`src/rtl/instr_decode_seq_pkg.sv`:
```
// Shared opcode constants, FSM state type and decode helpers for the
// instr_decode_seq multicycle decode/sequencer stage.
package instr_decode_seq_pkg;

   localparam logic [5:0] OP_R      = 6'h00;
   localparam logic [5:0] OP_REGIMM = 6'h01;
   localparam logic [5:0] OP_J      = 6'h02;
   localparam logic [5:0] OP_JAL    = 6'h03;
   localparam logic [5:0] OP_BEQ    = 6'h04;
   localparam logic [5:0] OP_BNE    = 6'h05;
   localparam logic [5:0] OP_ANDI   = 6'h0C;
   localparam logic [5:0] OP_ORI    = 6'h0D;
   localparam logic [5:0] OP_XORI   = 6'h0E;
   localparam logic [5:0] OP_LUI    = 6'h0F;
   localparam logic [5:0] OP_SW     = 6'h2B;

   localparam logic [5:0] FUNCT_JR  = 6'h08;

   // Opcode 2 is a J no-op for the register file; 0 is its read/write opcode.
   localparam logic [5:0] RF_NOP_OPCODE = 6'd2;
   localparam logic [5:0] RF_RW_OPCODE  = 6'd0;

   typedef enum logic [2:0] {
      ST_IDLE,
      ST_READ,
      ST_CAPT,
      ST_ISSUE,
      ST_WB,
      ST_WRITE
   } state_t;

   function automatic logic is_jtype(input logic [5:0] op);
      return (op == OP_J) || (op == OP_JAL);
   endfunction

   // Instructions whose result never comes back through write-back.
   function automatic logic no_writeback(input logic [5:0] op, input logic [5:0] funct);
      return is_jtype(op) || (op == OP_BEQ) || (op == OP_BNE) || (op == OP_SW) ||
             ((op == OP_R) && (funct == FUNCT_JR));
   endfunction

endpackage

```
`src/rtl/instr_decode_seq_imm_extend.sv`:
```
// Combinational immediate extender: zero-extend for logical immediates,
// upper placement for lui, sign-extend otherwise, zero for R-type.
module instr_decode_seq_imm_extend
   import instr_decode_seq_pkg::*;
#(
   parameter int DATA_W = 32
) (
   input  logic [5:0]        opcode,
   input  logic [15:0]       imm16,
   output logic [DATA_W-1:0] imm_ext
);

   always_comb begin
      imm_ext = '0;
      case (opcode)
         OP_R:                      imm_ext = '0;
         OP_ANDI, OP_ORI, OP_XORI:  imm_ext = DATA_W'(imm16);
         OP_LUI:                    imm_ext = DATA_W'({imm16, 16'h0000});
         default:                   imm_ext = DATA_W'(signed'(imm16));
      endcase
   end

endmodule

```
`src/rtl/instr_decode_seq.sv`:
```
// Multicycle decode/sequencer between instruction source, register file and
// execute stage. Define ILLEGAL_TRAP_EN to make illegal opcodes trap (sticky).
module instr_decode_seq
   import instr_decode_seq_pkg::*;
#(
   parameter int DATA_W     = 32,
   parameter int RA_W       = 5,
   parameter int WB_TIMEOUT = 64
) (
   input  logic              clk,
   input  logic              rst_n,
   input  logic              instr_valid,
   output logic              instr_ready,
   input  logic [DATA_W-1:0] instr,
   output logic [5:0]        rf_opcode,
   output logic              rf_regwrite,
   output logic [RA_W-1:0]   rf_readreg1,
   output logic [RA_W-1:0]   rf_readreg2,
   output logic [RA_W-1:0]   rf_writereg,
   output logic [DATA_W-1:0] rf_writedata,
   input  logic [DATA_W-1:0] rf_readdata1,
   input  logic [DATA_W-1:0] rf_readdata2,
   output logic              ex_valid,
   input  logic              ex_ready,
   output logic [5:0]        ex_opcode,
   output logic [5:0]        ex_funct,
   output logic [4:0]        ex_shamt,
   output logic [DATA_W-1:0] ex_a,
   output logic [DATA_W-1:0] ex_b,
   output logic [DATA_W-1:0] ex_imm,
   output logic [25:0]       ex_jtarget,
   input  logic              wb_valid,
   input  logic [DATA_W-1:0] wb_data,
   output logic              wb_ready,
   output logic              illegal,
   output logic              timeout,
   output logic              busy
);

   localparam int CNT_W = $clog2(WB_TIMEOUT) + 1;

   state_t              state_q, state_d;
   logic [DATA_W-1:0]   instr_q, instr_d;
   logic [CNT_W-1:0]    cnt_q, cnt_d;
   logic [DATA_W-1:0]   ex_a_q, ex_a_d;
   logic [DATA_W-1:0]   ex_b_q, ex_b_d;
   logic [DATA_W-1:0]   wdata_q, wdata_d;
   logic [RA_W-1:0]     wreg_q, wreg_d;
   logic                illegal_q, illegal_d;
   logic                ready_q, ready_d;

   logic [5:0]          op;
   logic [5:0]          funct;
   logic [5:0]          in_op;
   logic [RA_W-1:0]     dest;
   logic                illegal_hit;

   assign op    = instr_q[31:26];
   assign funct = instr_q[5:0];
   assign in_op = instr[31:26];
   assign dest  = (op == OP_R) ? RA_W'(instr_q[15:11]) : RA_W'(instr_q[20:16]);

   always_ff @(posedge clk or negedge rst_n) begin
      if (!rst_n) begin
         state_q   <= ST_IDLE;
         instr_q   <= '0;
         cnt_q     <= '0;
         ex_a_q    <= '0;
         ex_b_q    <= '0;
         wdata_q   <= '0;
         wreg_q    <= '0;
         illegal_q <= 1'b0;
         ready_q   <= 1'b0;
      end else begin
         state_q   <= state_d;
         instr_q   <= instr_d;
         cnt_q     <= cnt_d;
         ex_a_q    <= ex_a_d;
         ex_b_q    <= ex_b_d;
         wdata_q   <= wdata_d;
         wreg_q    <= wreg_d;
         illegal_q <= illegal_d;
         ready_q   <= ready_d;
      end
   end

   always_comb begin
      state_d     = state_q;
      instr_d     = instr_q;
      cnt_d       = cnt_q;
      ex_a_d      = ex_a_q;
      ex_b_d      = ex_b_q;
      wdata_d     = wdata_q;
      wreg_d      = wreg_q;
      illegal_hit = 1'b0;
      rf_opcode   = RF_NOP_OPCODE;
      rf_regwrite = 1'b0;
      rf_readreg1 = '0;
      rf_readreg2 = '0;
      ex_valid    = 1'b0;
      wb_ready    = 1'b0;
      timeout     = 1'b0;

      case (state_q)
         ST_IDLE: begin
            if (instr_valid && ready_q) begin
               if (in_op == OP_REGIMM) begin
                  illegal_hit = 1'b1;
               end else begin
                  instr_d = instr;
                  state_d = is_jtype(in_op) ? ST_ISSUE : ST_READ;
               end
            end
         end
         ST_READ: begin
            rf_opcode   = RF_RW_OPCODE;
            rf_readreg1 = RA_W'(instr_q[25:21]);
            rf_readreg2 = RA_W'(instr_q[20:16]);
            state_d     = ST_CAPT;
         end
         ST_CAPT: begin
            // Read data is only valid for this one cycle.
            ex_a_d  = rf_readdata1;
            ex_b_d  = rf_readdata2;
            state_d = ST_ISSUE;
         end
         ST_ISSUE: begin
            ex_valid = 1'b1;
            if (ex_ready) begin
               if (no_writeback(op, funct)) begin
                  state_d = ST_IDLE;
               end else begin
                  state_d = ST_WB;
                  cnt_d   = '0;
               end
            end
         end
         ST_WB: begin
            wb_ready = 1'b1;
            if (wb_valid) begin
               wdata_d = wb_data;
               wreg_d  = dest;
               state_d = (dest == '0) ? ST_IDLE : ST_WRITE;
            end else if (cnt_q == CNT_W'(WB_TIMEOUT - 1)) begin
               timeout = 1'b1;
               state_d = ST_IDLE;
            end else begin
               cnt_d = cnt_q + CNT_W'(1);
            end
         end
         ST_WRITE: begin
            rf_opcode   = RF_RW_OPCODE;
            rf_regwrite = 1'b1;
            state_d     = ST_IDLE;
         end
         default: state_d = ST_IDLE;
      endcase

`ifdef ILLEGAL_TRAP_EN
      illegal_d = illegal_q | illegal_hit;
      ready_d   = (state_d == ST_IDLE) && !illegal_d;
`else
      illegal_d = illegal_hit;
      ready_d   = (state_d == ST_IDLE);
`endif
   end

   instr_decode_seq_imm_extend #(
      .DATA_W (DATA_W)
   ) u_imm_extend (
      .opcode  (op),
      .imm16   (instr_q[15:0]),
      .imm_ext (ex_imm)
   );

   assign instr_ready  = ready_q;
   assign illegal      = illegal_q;
   assign busy         = (state_q != ST_IDLE);
   assign rf_writereg  = wreg_q;
   assign rf_writedata = wdata_q;
   assign ex_opcode    = op;
   assign ex_funct     = funct;
   assign ex_shamt     = instr_q[10:6];
   assign ex_a         = ex_a_q;
   assign ex_b         = ex_b_q;
   assign ex_jtarget   = instr_q[25:0];

endmodule

```
`config.mk`:
```
export PLATFORM = sky130hd
export DESIGN_NAME = instr_decode_seq
export DESIGN_NICKNAME = d
export VERILOG_FILES = /design/src/rtl/instr_decode_seq_pkg.sv /design/src/rtl/instr_decode_seq_imm_extend.sv /design/src/rtl/instr_decode_seq.sv
export SDC_FILE = /design/constraint.sdc
export NUM_CORES = 1
export LEC_CHECK = 0
export CELL_PAD_IN_SITES_DETAIL_PLACEMENT = 1
export CELL_PAD_IN_SITES_GLOBAL_PLACEMENT = 2
export CORE_MARGIN = 1.5
export CORE_UTILIZATION = 26
export DETAILED_ROUTE_END_ITERATION = 8
export GPL_ROUTABILITY_DRIVEN = 0
export PLACE_DENSITY = 0.9
export SLEW_MARGIN = 5
export SYNTH_ARGS = -nofsm -noshare
export SYNTH_HDL_FRONTEND = slang
export SYNTH_SLANG_ARGS = --single-unit
```
`constraint.sdc`:
```
create_clock -name clk -period 6.01 [get_ports clk]
set_input_delay 1.202 -clock clk [delete_from_list [all_inputs] [get_ports clk]]
set_output_delay 1.202 -clock clk [all_outputs]
set_load 0.01 [all_outputs]
```
Yosys cells after proc, flatten, opt, wreduce, memory -nomap -nowiden:

Index checks and enable logic that the tools add are counted.

* register bits after elaboration: 145
* bits of input ports: 133
* output and inout port bits: 199
* word-level logic and storage cells: 81

* add/subtract/negate cells: 1
* eq/ne operators: 23
* mux-type cells: 28
* bitwise gates (word level): 1
* reductions and logical operators: 19

Operator list (number)
* case mux 32 bit (3 select lines): 1
* equality test 6 x 4 -> 1 bit (second input constant): 5
* two-way mux 7 bit: 4
* equality test 6 x 2 -> 1 bit (second input constant): 4
* two-way mux 3 bit: 7
* two-way mux 5 bit: 3
* case mux 3 bit (5 select lines): 1
* case mux 7 bit (2 select lines): 1
* equality test 6 x 3 -> 1 bit (second input constant): 2
* two-way mux 1 bit: 9
* != test 2 bit (second input constant): 4
* adder 7 x 1 -> 7 bit (second input constant): 1
* equality test 7 x 6 -> 1 bit (second input constant): 1
* equality test 3 x 2 -> 1 bit (second input constant): 2
* equality test 3 bit (second input constant): 2
* equality test 6 x 1 -> 1 bit (second input constant): 1
* equality test 6 bit (second input constant): 1
* zero test 3 bit: 2
* zero test 6 bit: 1
* logical OR 1 bit: 6
* zero test 5 bit: 1
* AND reduction 5 bit: 1
* two-way mux 2 bit: 2
* equality test 3 x 1 -> 1 bit (second input constant): 1
* 8 further kinds: 9

Depth between registers and ports, before layout:

Gate-level depths: netlist of run 1.

* depth after elaboration: 10
* depth in mapped cells: 9

Hierarchy:

Synthesis of run 1 repeated with hierarchy kept, for this count alone.

* cells, all modules: 450
* area total of the unflattened synthesis: 6252.2 µm²

Modules (own cells, without submodules)
* instr_decode_seq: times used 1, cells an instance 408, area each 5935.7 µm², seq. area each 3628.5 µm²
* instr_decode_seq_imm_extend: times used 1, cells an instance 42, area each 316.6 µm², seq. area each 0.0 µm²

Least setup slack after synthesis of run 1:

Ideal clock, no wire load.

* kind: in2out
* from: input port wb_valid
* to: output port timeout
* arrival: 1.824 ns
* data required time: 4.808 ns
* path slack: 2.984 ns
* stages: 2
* buffers on the path: 0
* cell sequence: nor4b_1 and2_1

* longest elaborated chain between the ends: 2

Ends and longest elaborated chain
* start: declaration: line instr_decode_seq.sv:32 `input logic wb_valid,`
* two-way mux 1 bit: line instr_decode_seq.sv:140 `if (wb_valid) begin`
* two-way mux 1 bit: line instr_decode_seq.sv:104 `case (state_q)`
* end: declaration: line instr_decode_seq.sv:36 `output logic timeout,`

No other way between the ends.

Worst setup path after layout of run 1:

Ends and elaborated chain as after synthesis.

==> results of run 1 <==
[layout make-up]
class / count / share of cell area
Clock inverter: 13 / 0.0146
Inverter: 6 / 0.00219
Tap cell: 319 / 0.0387
Sequential cell: 145 / 0.352
Timing Repair Buffer: 332 / 0.321
Multi-Input combinational cell: 267 / 0.229
Clock buffer: 18 / 0.0426
[state kept, by name (all words and copies together) (netlist names), 3 cells and up]
signal,flops
cnt_q,7
ex_a,32
ex_b,32
instr_q,32
rf_writedata,32
rf_writereg,5
state_q,3
[metal layers]
| metal | global-route usage | share of wire | up-vias |
|---|---|---|---|
| li1 | - | - | 2217 |
| met1 | 0.173 | 0.38 | 2462 |
| met2 | 0.278 | 0.51 | 228 |
| met3 | 0.0665 | 0.095 | 24 |
| met4 | 0.0530 | 0.019 | 0 |
| met5 | 0 | 0 | - |
[logic make-up (layout without fill, tap and decap cells)]
group,Yosys count,after routing,share of synthesized area
AO/OA/AOI/OAI,48,48,0.0574
flip-flops,145,145,0.582
buffers and inverters,44,369,0.0447
multiplexers,132,132,0.237
AND/OR/NAND/NOR,80,80,0.0750
XOR/XNOR,1,1,0.00140
adder cells (fa/ha/maj),1,1,0.00201
other,1,5,0.000601
[how the worst max path moves through the flow]
stage          startpoint      end  slack [ns]  cells after the start
2_1_floorplan    wb_valid  timeout        2.98                      2
3_3_place_gp     wb_valid  timeout        1.88                      4
3_5_place_dp     wb_valid  timeout        1.85                      4
4_1_cts          wb_valid  timeout        1.85                      4
5_1_grt          wb_valid  timeout        1.68                      4
6_report         wb_valid  timeout        1.88                      4
[metrics by stage]
step | hold slack [ns] | utilization | power [W] | instance area (sq um) | instances
after CTS | 0.503 | 0.438 | 0.00593 | 10300 | 1100
after detailed placement | 0.490 | 0.413 | 0.00481 | 9710 | 1069
after global routing | 0.517 | 0.438 | 0.00619 | 10300 | 1100
after global placement | 0.484 | 0.413 | 0.00473 | 9710 | 1069
final | 0.504 | 0.438 | 0.00583 | 10300 | 1100
after floorplan | 0.466 | - | 0.00313 | 6250 | 456
[cells in the final DEF, fill, tap and decap left out, drive strengths merged, types with 3 or more instances in the layout]
cell           instances
dfrtp                145
mux2                 127
nand2                  9
clkdlybuf4s50        325
clkinvlp               4
a21o                  16
buf                    7
o22ai                  3
or3                    3
a21oi                  9
o21ai                  4
and2                  29
conb                   5
nor2                  17
mux2i                  5
inv                   12
nand4b                 3
nor4                   4
clkbuf                18
[report_power, final]
| group | internal [W] | total, W | switching, W |
|---|---|---|---|
| sequential | 0.00146 | 0.00184 | 0.000377 |
| clock | 0.000629 | 0.00109 | 0.000456 |
| combinational | 0.00180 | 0.00291 | 0.00111 |
==> results.sh, run 1 <==
export IMPL_via_count=4931
export IMPL_grt_pass1_wl_mm=30.0
export IMPL_async_flop_share=1.00
export IMPL_cts_buffer_depth=2
export IMPL_viasPerCell=4.48
export IMPL_hp_class="reg2reg"
export IMPL_finalNetCount=903
export IMPL_cts_hold_buf=0
export IMPL_antenna_found_initial=0
export IMPL_wl_per_cell_um=18.0
export IMPL_netlist_area_sq_mm=0.00624
export IMPL_cts_tree="done"
export IMPL_worstPathRequired_ns=4.81
export IMPL_ys_ff_latch=145
export IMPL_fin_ws_ns=1.88
export IMPL_hold_end="rf_writedata[14]$_DFFE_PN0P_"
export IMPL_powerDensity_mw_per_mm2=565
export IMPL_crit_family="buffers and inverters"
export IMPL_drt_iter0_drc=154
export IMPL_worstPathMaxFanout=6
export IMPL_register_area_sq_mm=0.00363
export IMPL_die_h_um=158
export IMPL_rrSetupSlack_ns=3.24
export IMPL_syn_area_per_cell_sq_um=13.8
export IMPL_crit_path_frequent_cell="clkdlybuf4s50_1"
export IMPL_setup_viol=0
export IMPL_fin_worst_skew_ns=0.0118
export IMPL_htreeDepth=4
export IMPL_grt_overflow=0
export IMPL_first_pass_iters=4
export IMPL_synth_edff_count=0
export IMPL_status="completed"
export IMPL_grt_pass1_vias=5281
export IMPL_crit_path_end_kind="output pin"
export IMPL_yosysTopAreaCellShare=0.582
export IMPL_reg2reg_to="instr_ready$_DFF_PN0_"
export IMPL_cp_num_buf_inv=2
export IMPL_holdPathStages=1
export IMPL_rsz0062_at_grt="false"
export IMPL_io_pins=332
export IMPL_coreArea_sq_mm=0.0235
export IMPL_ff2ff_path_depth=5
export IMPL_synth_distinct_cells=48
export IMPL_worstPathCellList="clkdlybuf4s50_1, nor4b_1, and2_1, clkdlybuf4s50_1"
export IMPL_multiInputGateArea_sq_mm=0.00235
export IMPL_cts_sinks=145
export IMPL_synth_top_cell_by_area="dfrtp_1"
export IMPL_pre_cts_slack_ns=1.85
export IMPL_slew_headroom=0.286
export IMPL_cp_arrival_ns=2.93
export IMPL_drtAntennaViolNets=0
export IMPL_yosysWarnings=0
export IMPL_grt_usage=0.159
export IMPL_rr_startpoint="state_q[0]$_DFF_PN0_"
export IMPL_dp_hpwl_mm=14.8
export IMPL_cts_root_buffer="clkbuf_16"
export IMPL_rows=56
export IMPL_die_area_sq_mm=0.0249
export IMPL_yosys_top_cells_area="dfrtp_1 58%, mux2_2 23%, and2_1 2.9%"
export IMPL_critPathKind="in2out"
export IMPL_drt_total_wl_mm=19.8
export IMPL_vdd_ir_drop_worst_mv=0.218
export IMPL_drc=0
export IMPL_finalHoldViolCount=0
export IMPL_grt_start_max_net_pins=65
export IMPL_drv_cap=0
export IMPL_fill_cells=2495
export IMPL_fmax_mhz=242
export IMPL_clkLatencyLatePin_ns=0.42
export IMPL_diodes=0
export IMPL_initial_core_util=0.265
export IMPL_worstMarginPinSlew_ns=1.07
export IMPL_numCtsBuffers=17
export IMPL_total_leakage_power_nw=4.26
export IMPL_post_cts_buffers=0
export IMPL_synthCells=452
export IMPL_cp_slowest_cell="clkdlybuf4s50_1"
export IMPL_synth_most_common_cell="dfrtp_1"
export IMPL_start_kind="input pin"
export IMPL_die_x_um=158
export IMPL_cpPeakStageDelay_ns=0.53
export IMPL_cts_clk_slew_worst_paths_ns=0.06
export IMPL_synth_common_cells="145 x dfrtp_1, 126 x mux2_2, 29 x and2_1, 19 x buf_4, 17 x nor2_1"
export IMPL_drv_slew=0
export IMPL_finalCritPeriodShare=0.688
export IMPL_period_needed_ns=4.13
export IMPL_synth_ff_type="dfrtp_1"
export IMPL_hold_start="rf_writedata[14]$_DFFE_PN0P_"
export IMPL_io_buffers=326
export IMPL_ys_seq_area_frac=0.582
export IMPL_syn_to_final_growth_pct=65.2
export IMPL_cts_resized=0
export IMPL_drive_gt1_frac=0.218
export IMPL_finalSetupTns_ns=0
Note: power is estimated with default switching activity, not from simulation.
==> run 2: changes to the inputs <==
--- a/config.mk
+++ b/config.mk
@@ -8,10 +8,10 @@
 export CELL_PAD_IN_SITES_DETAIL_PLACEMENT = 1
 export CELL_PAD_IN_SITES_GLOBAL_PLACEMENT = 2
 export CORE_MARGIN = 1.5
-export CORE_UTILIZATION = 26
+export CORE_UTILIZATION = 22
 export DETAILED_ROUTE_END_ITERATION = 8
 export GPL_ROUTABILITY_DRIVEN = 0
-export PLACE_DENSITY = 0.9
+export PLACE_DENSITY = 0.81
 export SLEW_MARGIN = 5
 export SYNTH_ARGS = -nofsm -noshare
 export SYNTH_HDL_FRONTEND = slang
==> constraint.sdc (replaced) <==
create_clock -name clk -period 3.7 [get_ports clk]
set_input_delay 0.74 -clock clk [delete_from_list [all_inputs] [get_ports clk]]
set_output_delay 0.74 -clock clk [all_outputs]
set_load 0.01 [all_outputs]
==> results.sh, run 2 (synthesis results as in run 1) <==
export IMPL_drc=0
export IMPL_fin_worst_skew_ns=0.0107
export IMPL_drv_cap=0
export IMPL_cp_endpoint="ex_imm[5]"
export IMPL_vdd_ir_drop_worst_mv=0.325
export IMPL_first_pass_iters=3
export IMPL_die_x_um=171
export IMPL_final_core_util=0.374
export IMPL_cts_tree="done"
export IMPL_drive_gt1_frac=0.221
export IMPL_fmax_mhz=292
export IMPL_cts_buffer_depth=2
export IMPL_syn_to_final_growth_pct=67.0
export IMPL_grt_start_max_net_pins=66
export IMPL_fin_cells=1164
export IMPL_drv_slew=0
export IMPL_worstPathRequired_ns=2.96
export IMPL_start_kind="flop"
export IMPL_wl_per_cell_um=17.6
export IMPL_cts_sinks=145
export IMPL_slew_headroom=0.426
export IMPL_via_count=4909
export IMPL_antenna_found_initial=0
export IMPL_crit_path_end_kind="output pin"
export IMPL_finalHoldViolCount=0
export IMPL_io_buffers=326
export IMPL_die_h_um=171
export IMPL_hp_class="in2async"
export IMPL_cts_clk_slew_worst_paths_ns=0.07
export IMPL_critPathKind="reg2out"
export IMPL_dp_hpwl_mm=15.5
export IMPL_drt_iter0_drc=124
export IMPL_multiInputGateArea_sq_mm=0.00236
export IMPL_initial_core_util=0.224
export IMPL_finalNetCount=907
export IMPL_worstPathMaxFanout=16
export IMPL_setup_viol=0
export IMPL_finalCritPeriodShare=0.927
export IMPL_finalSetupTns_ns=0
export IMPL_fill_cells=2989
export IMPL_cts_root_buffer="clkbuf_16"
export IMPL_rows=61
export IMPL_dp_cells=1132
export IMPL_powerDensity_mw_per_mm2=910
export IMPL_final_common_cell="clkdlybuf4s50_1"
export IMPL_viasPerCell=4.22
export IMPL_coreArea_sq_mm=0.0279
export IMPL_rr_startpoint="state_q[0]$_DFF_PN0_"
export IMPL_ff2ff_path_depth=5
export IMPL_grt_overflow=0
export IMPL_drt_total_wl_mm=20.5
export IMPL_rrSetupSlack_ns=1.36
export IMPL_grt_pass1_vias=5300
export IMPL_reg2reg_to="rf_writedata[0]$_DFFE_PN0P_"
export IMPL_cts_hold_buf=0
export IMPL_cp_startpoint="instr_q[31]$_DFFE_PN0P_"
export IMPL_status="completed"
export IMPL_numCtsBuffers=17
export IMPL_drtAntennaViolNets=0
export IMPL_rsz0062_at_grt="false"
export IMPL_htreeDepth=4
export IMPL_period_needed_ns=3.43
export IMPL_diodes=0
export IMPL_total_leakage_power_nw=4.28
export IMPL_final_cell_mix="325 x clkdlybuf4s50_1, 145 x dfrtp_1, 126 x mux2_2, 28 x and2_1, 17 x clkbuf_16"
export IMPL_register_area_sq_mm=0.00363
export IMPL_io_pins=332
export IMPL_grt_pass1_wl_mm=31.5
export IMPL_die_area_sq_mm=0.0294
export IMPL_clkLatencyLatePin_ns=0.42
export IMPL_worstMarginPinSlew_ns=0.861
export IMPL_cp_arrival_ns=2.69
export IMPL_grt_usage=0.142
-- run 2: cell types whose count changed in the layout (fill, tap and decap cells not counted) --
cell and change:
buf_4 +3, clkbuf_1 +2, clkinv_4 +2, buf_12 +1, clkbuf_8 -1, clkinv_2 -1
inv_8 -1, nor4_1 -1, nor4_2 +1
-- run 2: what timing repair did --
item	in CTS	in global routing
resized for setup	0	1
endpoints found under the setup margin	0	6
setup buffers	0	0
-- run 2: how the worst min path moves through the flow --
stage                                end  slack, ns  cells past startpoint
finish              ex_b[20]$_DFFE_PN0P_       0.27                      1
detailed placement  cnt_q[6]$_DFFE_PN0P_       0.49                      2
floorplan           cnt_q[0]$_DFFE_PN0P_       0.44                      0
CTS                 ex_b[28]$_DFFE_PN0P_       0.28                      1
global placement    ex_a[22]$_DFFE_PN0P_       0.49                      1
global route        ex_b[20]$_DFFE_PN0P_       0.29                      1
-- run 2: stage by stage --
step | total power, W | setup slack, ns | instance area [sq um] | hold WS [ns]
after floorplan | 0.00508 | 1.26 | 6250 | 0.444
after global placement | 0.00774 | 0.717 | 9830 | 0.489
after detailed placement | 0.00784 | 0.616 | 9830 | 0.492
after CTS | 0.00968 | 0.188 | 10400 | 0.284
after global routing | 0.0101 | 0.0411 | 10400 | 0.285
final | 0.00949 | 0.272 | 10400 | 0.271
-- run 2: layout make-up --
class                   count  share of cell area
clock buffers              19              0.0415
clock inverters            13              0.0145
inverters                   6             0.00216
multi-input cells         267               0.227
flip-flops and latches    145               0.348
well taps                 378              0.0454
repair buffers            336               0.322
-- run 2: power breakdown --
group          leakage (nW)  switching (W)  internal, W
clock                 0.272       0.000744      0.00101
combinational          2.24        0.00182      0.00293
sequential             1.77       0.000613      0.00237
total                  4.28        0.00318      0.00631
-- run 2: routing by layer --
layer / up-vias / track usage / routed length (um) / part of all wire
met3: 19 / 0.0587 / 2050 / 0.10
li1: 2225 / - / - / -
met4: 0 / 0.0519 / 357 / 0.017
met1: 2453 / 0.159 / 7940 / 0.39
met2: 212 / 0.241 / 10200 / 0.50
met5: - / 0 / 0 / 0
-- run 2: critical path, cell delays in order (launching register included) --
cell	delay (ns)
dfrtp_1	0.46
nor2_1	0.11
and2_1	0.25
nor2_1	0.69
and2_1	0.23
clkdlybuf4s50_1	0.53
